--- config.mk ---
export PLATFORM = sky130hd
export DESIGN_NAME = interval_timer
export DESIGN_NICKNAME = d
export VERILOG_FILES = /design/src/rtl/interval_timer_pkg.sv /design/src/rtl/interval_timer_prescaler.sv /design/src/rtl/interval_timer.sv
export SDC_FILE = /design/constraint.sdc
export NUM_CORES = 1
export LEC_CHECK = 0
export CORE_MARGIN = 4
export CORE_UTILIZATION = 48
export CTS_CLUSTER_DIAMETER = 50
export CTS_CLUSTER_SIZE = 8
export DETAILED_ROUTE_END_ITERATION = 10
export PLACE_DENSITY_LB_ADDON = 0.12
export SLEW_MARGIN = 15
export SYNTH_ARGS = -nofsm -noshare
export SYNTH_HDL_FRONTEND = slang
export SYNTH_SLANG_ARGS = --single-unit
--- constraint.sdc ---
create_clock -name clk -period 2.27 [get_ports clk]
set_input_delay 0.454 -clock clk [delete_from_list [all_inputs] [get_ports clk]]
set_output_delay 0.454 -clock clk [all_outputs]
set_load 0.005 [all_outputs]
--- src/rtl/interval_timer_pkg.sv ---
// Shared definitions for interval_timer: FSM state encoding, register map,
// CTRL bit layout and MODE encodings.
package interval_timer_pkg;

  typedef enum logic [1:0] {
    ST_IDLE = 2'd0,
    ST_LOAD = 2'd1,
    ST_CNT  = 2'd2,
    ST_INT  = 2'd3
  } state_e;

  localparam logic [1:0] ADDR_CTRL   = 2'd0;
  localparam logic [1:0] ADDR_PRESET = 2'd1;
  localparam logic [1:0] ADDR_COUNT  = 2'd2;

  localparam int CTRL_EN       = 0;
  localparam int CTRL_MODE_LSB = 1;
  localparam int CTRL_MODE_MSB = 2;
  localparam int CTRL_IM       = 3;

  localparam logic [1:0] MODE_ONESHOT = 2'b00;
  localparam logic [1:0] MODE_RELOAD  = 2'b01;

  // Only 01 reloads; both 1x encodings behave as one-shot.
  function automatic logic is_reload(input logic [1:0] mode);
    return mode == MODE_RELOAD;
  endfunction

endpackage

--- src/rtl/interval_timer_prescaler.sv ---
// timer_prescaler: free-running divider with synchronous clear; emits a
// one-cycle tick every DIV clocks. Used only when TIMER_PRESCALE_EN is defined.
module timer_prescaler #(
  parameter int unsigned DIV = 16
) (
  input  logic clk,
  input  logic reset,
  input  logic clear,
  output logic tick
);

  localparam int unsigned W = $clog2(DIV);

  logic [W-1:0] cnt;

  assign tick = (cnt == W'(DIV - 1));

  always_ff @(posedge clk or negedge reset) begin
    if (!reset) begin
      cnt <= '0;
    end else if (clear || tick) begin
      cnt <= '0;
    end else begin
      cnt <= cnt + 1'b1;
    end
  end

endmodule

--- src/rtl/interval_timer.sv ---
// interval_timer: memory-mapped down-counting timer with sticky, maskable irq.
// Define TIMER_PRESCALE_EN to count only on prescaler ticks (every PRESCALE_DIV clocks).
module interval_timer
  import interval_timer_pkg::*;
#(
  parameter int unsigned PRESCALE_DIV = 16
) (
  input  logic        clk,
  input  logic        reset,
  input  logic [1:0]  addr,
  input  logic        we,
  input  logic [31:0] wdata,
  output logic [31:0] rdata,
  output logic        irq
);

  state_e      state;
  state_e      state_next;
  logic        ctrl_en;
  logic [1:0]  ctrl_mode;
  logic        ctrl_im;
  logic [31:0] preset;
  logic [31:0] count;
  logic        irq_pending;

  logic        tick;
  logic        do_load;
  logic        do_dec;
  logic        do_zero;
  logic        do_int;
  logic        clr_en;
  logic        ctrl_wr;
  logic        preset_wr;

  assign ctrl_wr   = we && (addr == ADDR_CTRL);
  assign preset_wr = we && (addr == ADDR_PRESET);

`ifdef TIMER_PRESCALE_EN
  timer_prescaler #(
    .DIV(PRESCALE_DIV)
  ) u_prescaler (
    .clk  (clk),
    .reset(reset),
    .clear(do_load),
    .tick (tick)
  );
`else
  logic [31:0] unused_div;
  assign unused_div = 32'(PRESCALE_DIV);
  assign tick       = 1'b1;
`endif

  // NOTE: sequential state uses non-blocking assignments so every register
  // samples pre-edge values; async reset sits in the sensitivity list.
  always_ff @(posedge clk or negedge reset) begin
    if (!reset) begin
      state <= ST_IDLE;
    end else begin
      state <= state_next;
    end
  end

  // NOTE: every output of this block gets a default first, so no path
  // through the case leaves a signal unassigned and no latch is inferred.
  always_comb begin
    state_next = state;
    do_load    = 1'b0;
    do_dec     = 1'b0;
    do_zero    = 1'b0;
    do_int     = 1'b0;
    clr_en     = 1'b0;
    unique case (state)
      ST_IDLE: begin
        if (ctrl_en) state_next = ST_LOAD;
      end
      ST_LOAD: begin
        do_load    = 1'b1;
        state_next = ST_CNT;
      end
      ST_CNT: begin
        if (!ctrl_en) begin
          state_next = ST_IDLE;
        end else if (tick) begin
          if (count > 32'd1) begin
            do_dec = 1'b1;
          end else begin
            do_zero    = 1'b1;
            state_next = ST_INT;
          end
        end
      end
      ST_INT: begin
        do_int = 1'b1;
        if (is_reload(ctrl_mode) && ctrl_en) begin
          state_next = ST_LOAD;
        end else begin
          clr_en     = 1'b1;
          state_next = ST_IDLE;
        end
      end
      default: state_next = ST_IDLE;
    endcase
  end

  // A software CTRL write takes precedence over the one-shot EN clear.
  always_ff @(posedge clk or negedge reset) begin
    if (!reset) begin
      ctrl_en   <= 1'b0;
      ctrl_mode <= MODE_ONESHOT;
      ctrl_im   <= 1'b0;
    end else if (ctrl_wr) begin
      ctrl_en   <= wdata[CTRL_EN];
      ctrl_mode <= wdata[CTRL_MODE_MSB:CTRL_MODE_LSB];
      ctrl_im   <= wdata[CTRL_IM];
    end else if (clr_en) begin
      ctrl_en   <= 1'b0;
    end
  end

  // Setting wins over an acknowledging CTRL write in the same cycle.
  always_ff @(posedge clk or negedge reset) begin
    if (!reset) begin
      irq_pending <= 1'b0;
    end else if (do_int) begin
      irq_pending <= 1'b1;
    end else if (ctrl_wr) begin
      irq_pending <= 1'b0;
    end
  end

  always_ff @(posedge clk or negedge reset) begin
    if (!reset) begin
      preset <= '0;
    end else if (preset_wr) begin
      preset <= wdata;
    end
  end

  always_ff @(posedge clk or negedge reset) begin
    if (!reset) begin
      count <= '0;
    end else if (do_load) begin
      count <= preset;
    end else if (do_dec) begin
      count <= count - 32'd1;
    end else if (do_zero) begin
      count <= '0;
    end
  end

  always_comb begin
    rdata = '0;
    unique case (addr)
      ADDR_CTRL: begin
        rdata[CTRL_EN]                     = ctrl_en;
        rdata[CTRL_MODE_MSB:CTRL_MODE_LSB] = ctrl_mode;
        rdata[CTRL_IM]                     = ctrl_im;
      end
      ADDR_PRESET: rdata = preset;
      ADDR_COUNT:  rdata = count;
      default:     rdata = '0;
    endcase
  end

  assign irq = irq_pending & ctrl_im;

endmodule

Yosys cells after proc, flatten, opt, wreduce, memory -nomap -nowiden
Cells that the tools add are included.
{ "word_totals": {"ff_bits": 71, "out_inout_bits": 33, "word_cells": 51} }
{ "classes": {"add_sub_neg": 1, "order_cmp": 1, "eq_ne": 8, "n_mux": 24, "n_bitwise": 1, "n_reduce_logical": 9} }
{ "op_table": {"columns": ["cell", "count"], "rows": [
  ["two-way mux 32 bit", 3],
  ["one-hot mux 28 bit (2 select lines)", 1],
  ["> comparator 32 x 1 -> 1 bit (second input constant)", 1],
  ["subtractor 32 x 1 -> 32 bit (second input constant)", 1],
  ["two-way mux 1 bit", 15],
  ["one-hot mux 4 bit (3 select lines)", 1],
  ["one-hot mux 2 bit (4 select lines)", 1],
  ["== test 2 x 1 -> 1 bit (second input constant)", 3],
  ["== test 2 bit (second input constant)", 3],
  ["two-way mux 2 bit", 3],
  ["logical NOT 2 bit", 2],
  ["nonzero test 2 bit", 2],
  ["logical AND 1 bit", 3],
  ["inequality test 3 bit (second input constant)", 1],
  ["nonzero test 3 bit", 1],
  ["inequality test 2 bit (second input constant)", 1],
  ["AND reduction 2 bit", 1],
  ["AND 1 bit", 1]
]} }

Depth between registers and ports, before layout
Gate-level depths: netlist (run 1).
{ "depth": {"depth_word": 7, "ltp_mapped": 9, "ltp_nobuf": 7} }

Least setup slack after synthesis (run 1)
No wires, ideal clock.
{ "synth_timing": {"path_type": "reg-to-reg", "from": "register count[4]", "to": "register count[28]", "setup_ns": 0.126, "arrival_time_ns": 2.384, "path_slack_ns": -0.240, "stages_incl_launch_ff": 9, "path_cell_list": "dfrtp_1 buf_6 or4_1 buf_2 or4_4 o31a_1 buf_6 a21o_1 a221o_1"} }
{ "synth_between": {"elab_chain_len": 6, "elab_cells_between_ends": 11, "classes_between": "1 x add/sub; 1 x order compare; 8 x mux; 1 x reduce/logical"} }
{ "synth_rtl": {"columns": ["element", "line_no", "text"], "rows": [
  ["start: declaration", "interval_timer.sv:23", "logic [31:0] count;"],
  ["start signal: assignment", "interval_timer.sv:143", "count <= preset;"],
  ["start signal: assignment", "interval_timer.sv:145", "count <= count - 32'd1;"],
  ["> comparator 32 x 1 -> 1 bit", "interval_timer.sv:84", "if (count > 32'd1) begin"],
  ["two-way mux 1 bit", "interval_timer.sv:84", null],
  ["two-way mux 1 bit", "interval_timer.sv:81", "if (!ctrl_en) begin"],
  ["two-way mux 1 bit", "interval_timer.sv:72", "unique case (state)"],
  ["two-way mux 32 bit", "interval_timer.sv:144", "end else if (do_dec) begin"],
  ["two-way mux 32 bit", "interval_timer.sv:142", "end else if (do_load) begin"]
]} }
Several ways; a longest one is shown, not always the timed one.
A chain may end at the register's enable or synchronous reset.

Worst setup path after layout (run 1)
{ "layout_timing": {"from": "register count[16]", "to": "register count[5]"} }
{ "layout_between": {"elab_chain_len": 6, "elab_cells_between_ends": 10, "classes_between": "1 x order compare; 8 x mux; 1 x reduce/logical"} }
{ "layout_rtl": {"columns": ["element", "line_no"], "rows": [
  ["> comparator 32 x 1 -> 1 bit (*)", "interval_timer.sv:84"],
  ["two-way mux 1 bit", "interval_timer.sv:84"],
  ["two-way mux 1 bit", "interval_timer.sv:81"],
  ["two-way mux 1 bit", "interval_timer.sv:72"],
  ["two-way mux 32 bit", "interval_timer.sv:144"],
  ["two-way mux 32 bit", "interval_timer.sv:142"]
]} }
Every way passes the cells marked *; elsewhere a longest branch is shown, timed or not.

==> impl_metrics.toml, run 1 <==
[sta]
period_needed_ns = 2.52
fin_crit_sh_pct = 111
rsz0062_at_grt = "true"
slew_headroom_pct = 71.2
fmax_mhz = 396
setup_slack_ns = -0.254
setup_violations = 29
drv_slew = 0
worst_hold_slack_ns = 0.106
hold_viol_final = 0
setup_tns_ns = -4.60
finalClockSkew_ns = 0.00771
worst_slew_pin_slew_ns = 0.429

[job]
maxCapViolCount = 0

[critical_path]
r2r_end = "count[5]"
cp-end-kind = "register"
reg2reg_depth = 6
critPathSlowestCell = "or4_4"
timing.rr.start = "count[16]"
max_stage_delay_ns = 0.54
crit_path_frequent_cell = "or4_4"
worstPathRequired_ns = 2.50
cp_data_arrival_time_ns = 2.75
start_kind = "register"
worstPathCellList = "or4_4 -> or4_4 -> o31a_2 -> buf_4 -> a221oi_2 -> a31oi_1"
crit_buf_inv = 1
critPathKind = "register to register"
ff2ff_setup_slack_ns = -0.25
critPathTopFamily = "simple AND/OR/NAND/NOR gates"
cp_max_fo = 7

[floorplanning]
ios = 70
fp.dieArea_mm2 = 0.00998
initial_core_util_pct = 49.3
die_h_um = 99.9
std_cell_rows = 33
core_mm2 = 0.00822
die_w_um = 99.9

[clock_tree]
hold_buffers = 0
cts_tree = "built"
clock-root-buffer = "clkbuf_8"
clk_pin_slew_ns = 0.08
clkSinkCount = 71
cts_buffers = 9
cts_max_path_buffers = 2
clock_latency_ns = 0.35
h-tree-depth = 3

[finish]
drive_above_1_share_pct = 30.5
antenna_cells = 0
fin_nets = 577
regArea_mm2 = 0.00178
area_growth_pct = 42.6
final_common_cell = "dfrtp_1"
fill_cells = 629
mostFrequentLayoutCells = "dfrtp_1 (71), buf_4 (56), a22oi_1 (36), mux2_2 (35), clkdlybuf4s50_1 (34)"
multi_input_area_mm2 = 0.00223

[routing]
drc = 0
first_pass_iters = 5
totalWireLength_um = 11800
routed-via-count = 3790
final_antenna_net_count = 0
first_iter_violations = 303
avgViaCountPerCell = 5.89
wl_per_cell_um = 18.4

[place]
dp_hpwl_um = 7800
io_buffers = 69
gp_congestion = 0.896

[global_routing]
antenna_found_initial = 0
gr-total-overflow = 0
grt_max_degree = 72
grt_pass1_wl_um = 19400
grt_pass1_vias = 3866
grt.total_usage_pct = 24.3

[yosys]
synth_seq_area_share_pct = 43.8
syn_area_mm2 = 0.00405
synth_edf_count = 0
ys.flop_type = "dfrtp_1"
synth_cells = 402
synthArstFlopShare_pct = 100
ys_types = 50
avgSynthCellArea_um2 = 10.1
syn-num-nets = 445
synth_warnings = 0
synth-seq-cells = 71

[run_status]
outcome = "finished, violations left"
failed_checks = "negative setup slack"

[power_and_ir_drop]
ir_drop_uv = 435
power_leakage_nw = 2.55
powerDensity_mw_per_mm2 = 1030

[hold_path]
hold_path.class = "input pin to async pin"
layer usage:
| layer | part of all wire [%] | vias to the layer above | track usage, % |
|---|---|---|---|
| met2 | 49 | 131 | 39.7 |
| met4 | 1.5 | 0 | 9.56 |
| met5 | 0 | - | 0 |
| met1 | 45 | 1875 | 33.1 |
| li1 | - | 1769 | - |
| met3 | 5.2 | 15 | 2.99 |
cell families (layout without fill, tap and decap cells):
kind of cell               Yosys count  count (layout)  share of synthesized area, %
AOI/OAI and AO/OA                  109             109                          19.5
xor gates and xnor gates             9               9                          1.94
adders and majority gates            6               6                          1.85
buffers and inverters               37             173                          4.14
DFF                                 71              71                          43.8
muxes                               35              35                          9.73
and+or+nand+nor                    135             135                          19.0
worst max path at each step:
stage,start,endpoint,slack (ns),depth (start not counted)
CTS,count[12],count[12],-0.26,6
global route,count[19],count[2],-0.30,6
detailed placement,addr[0],rdata[17],-0.52,7
global placement,addr[0],rdata[1],-0.47,7
finish,count[16],count[5],-0.25,6
floorplan,count[4],count[28],-0.18,8
layout make-up:
| type | count | area share, % |
|---|---|---|
| timing repair buffer | 149 | 24.2 |
| clock inverter | 4 | 1.21 |
| inverter | 9 | 0.584 |
| sequential | 71 | 30.7 |
| multi-input combinational | 294 | 38.5 |
| tap | 105 | 2.27 |
| clock buffer | 11 | 2.45 |
what timing repair did:
item | CTS | global route
hold endpoints to repair | 0 | 0
pin swaps | 11 | 9
gates cloned | 1 | 1
gates resized for setup | 68 | 22
buffers inserted | 8 | 6
endpoints found under the setup margin | 57 | 46
flip-flops by register name (all words and copies together) (netlist names):
register and count:
irq_pending 1, ctrl_im 1, preset 32, ctrl_mode 2, state 2, count 32, ctrl_en 1
through the flow:
step | std cells | instance area [um2] | total power, W | setup WS, ns | utilization (%)
floorplan | 402 | 4090 | 0.00342 | -0.180 | -
CTS | 638 | 5700 | 0.00582 | -0.256 | 69.4
global placement | 614 | 5340 | 0.00456 | -0.465 | 65.0
finish | 643 | 5780 | 0.00595 | -0.254 | 70.4
detailed placement | 614 | 5340 | 0.00463 | -0.520 | 65.0
global route | 643 | 5780 | 0.00632 | -0.302 | 70.4
report_power, final:
group          leakage [nW]  internal, W  switching, W
Combinational          1.58      0.00145       0.00140
Clock                 0.109     0.000640      0.000482
Sequential            0.864      0.00168      0.000299
Yosys cell counts, types with 5 or more instances:
library cell | instances | area, um2
a221o_1 | 9 | 90.1
nor4_1 | 5 | 31.3
dfrtp_1 | 71 | 1780
nor3b_1 | 5 | 37.5
ha_1 | 6 | 75.1
nor3_1 | 13 | 65.1
a22oi_1 | 36 | 270
nand3_1 | 12 | 60.1
nor2b_1 | 30 | 188
clkbuf_1 | 19 | 71.3
and2_1 | 5 | 31.3
inv_1 | 9 | 33.8
a21oi_1 | 9 | 45.0
nand2_1 | 15 | 56.3
mux2_2 | 35 | 394
o21ai_0 | 23 | 115
a21o_1 | 5 | 37.5
or4_1 | 7 | 52.6
nor2_1 | 19 | 71.3
xor2_1 | 5 | 43.8
(Power assumes the default switching activity.)
==> inputs of run 2 (changes only) <==
Settings changed: CORE_UTILIZATION 48 to 51, DONT_BUFFER_PORTS set to 1, SLEW_MARGIN 15 to 20.
==> impl_metrics.toml, run 2 (synthesis gave the netlist of run 1 again) <==
[critical_path]
worstPathCellList = "or4_4 -> or4_4 -> o31ai_4 -> buf_12 -> o21ai_1 -> a221o_1"
reg2reg_depth = 6
cp-end-kind = "register"
cp_data_arrival_time_ns = 2.74
max_stage_delay_ns = 0.55
start_kind = "register"
crit_buf_inv = 1
timing.rr.start = "count[5]"
critPathTopFamily = "simple AND/OR/NAND/NOR gates"
r2r_end = "count[12]"
ff2ff_setup_slack_ns = -0.24
worstPathRequired_ns = 2.51
critPathKind = "register to register"
critPathSlowestCell = "or4_4"
crit_path_frequent_cell = "or4_4"
cp_max_fo = 16

[floorplanning]
die_h_um = 97.1
fp.dieArea_mm2 = 0.00944
ios = 70
die_w_um = 97.1
initial_core_util_pct = 52.4
core_mm2 = 0.00773
std_cell_rows = 32

[routing]
wl_met3_um = 596
totalWireLength_um = 10900
dr_wl_met2_um = 5310
avgViaCountPerCell = 6.19
drt-met1-wl_um = 4830
highest_layer = "met4"
drc = 0
first_iter_violations = 189
wl_per_cell_um = 19.5
first_pass_iters = 5
final_antenna_net_count = 0
routed-via-count = 3467

[clock_tree]
h-tree-depth = 3
clkSinkCount = 71
clock_latency_ns = 0.35
clock-root-buffer = "clkbuf_8"
cts_buffers = 9
cts_max_path_buffers = 2
cts_tree = "built"
clk_pin_slew_ns = 0.08

[place]
placed_cells = 535
placed_area_mm2 = 0.00453
io_buffers = 0
dp_hpwl_um = 7470
gp_congestion = 0.873

[finish]
biggestRegsByFlops = "count (32), preset (32)"
fin_cells = 560
mostFrequentLayoutCells = "dfrtp_1 (71), buf_4 (58), a22oi_1 (36), mux2_2 (35), nor2b_1 (29)"
fin_nets = 497
drive_above_1_share_pct = 31.9
final_common_cell = "dfrtp_1"
area_growth_pct = 21.6
antenna_cells = 0
design_area_mm2 = 0.00493

[global_routing]
grt_pass1_wl_um = 18300
gr-total-overflow = 0
grt.total_usage_pct = 23.9
antenna_found_initial = 0
grt_pass1_vias = 3637
grt_max_degree = 72

[job]
maxCapViolCount = 0

[power_and_ir_drop]
swShare_pct = 38.1
pwr-share-seq_pct = 35.3
pwr-share-clk_pct = 17.6
combPwrFrac_pct = 47.1
p_sw_w = 0.00213
powerDensity_mw_per_mm2 = 1130
ir_drop_uv = 473
power_leakage_nw = 2.07
p_int_w = 0.00345

[sta]
finalClockSkew_ns = 0.00846
fmax_mhz = 399
worst_slew_pin_slew_ns = 0.491
hold_viol_final = 0
setup_violations = 33
period_needed_ns = 2.51
fin_crit_sh_pct = 111
setup_slack_ns = -0.239
rsz0062_at_grt = "true"
slew_headroom_pct = 67.0
drv_slew = 0

[run_status]
failed_checks = "negative setup slack"
outcome = "finished, violations left"

[hold_path]
min_to = "preset[9]"
hold_path.class = "input pin to register"
holdPathStages = 1
hold_start = "wdata[9]"
==> run 2: worst max-delay path by stage <==
stage               depth (start not counted)         to  slack [ns]  startpoint
floorplan                                   8  count[28]       -0.18    count[4]
global placement                            6  count[13]       -0.23   count[29]
detailed placement                          6  count[13]       -0.26   count[15]
CTS                                         5   count[4]       -0.24    count[5]
global route                                6  count[12]       -0.30    count[7]
finish                                      6  count[12]       -0.24    count[5]
==> run 2: worst register-to-register path, stage by stage (launching register included) <==
cell and delay (ns):
dfrtp_1 0.38, or4_4 0.55, or4_4 0.53, o31ai_4 0.35, buf_12 0.20, o21ai_1 0.08
a221o_1 0.30
==> run 2: through the flow <==
| stage | hold WS, ns | util [%] | worst slack, ns | power [W] | TNS [ns] |
|---|---|---|---|---|---|
| floorplan | 0.158 | - | -0.180 | 0.00342 | -2.60 |
| global placement | 0.161 | 58.7 | -0.225 | 0.00432 | -3.26 |
| detailed placement | 0.161 | 58.7 | -0.261 | 0.00437 | -3.81 |
| CTS | 0.233 | 62.2 | -0.239 | 0.00546 | -4.15 |
| global route | 0.229 | 63.8 | -0.303 | 0.00597 | -7.40 |
| finish | 0.244 | 63.8 | -0.239 | 0.00558 | -5.29 |
==> run 2: power by group through the flow <==
stage	clock, W	sequential (W)	combinational (W)
after floorplan	0	0.00201	0.00141
after global placement	0	0.00198	0.00234
after detailed placement	0	0.00198	0.00239
after CTS	0.000999	0.00197	0.00250
after global routing	0.00106	0.00203	0.00289
final	0.000983	0.00197	0.00263
==> run 2: metal layers <==
metal / vias to the layer above / GRT usage, %
met3: 24 / 4.45
met4: 0 / 9.83
met5: - / 0
li1: 1618 / -
met1: 1707 / 31.9
met2: 118 / 38.3
==> run 2: repair_timing <==
action / 4_1_cts / 5_1_grt
hold endpoints to repair: 71 / 0
hold buffers: 2 / 0
setup buffers: 1 / 6
resized for setup: 15 / 22
pin swaps: 5 / 5
cloned: 1 / 0
setup endpoints to repair: 23 / 33
==> run 2: layout make-up <==
cell class                 count  area (um2)
timing repair buffer          69         612
sequential                    71        1780
fill                         661        2800
clock inverter                 4        47.5
clock buffer                  11         131
inverter                       9        33.8
multi-input combinational    294        2200
tap                          102         128
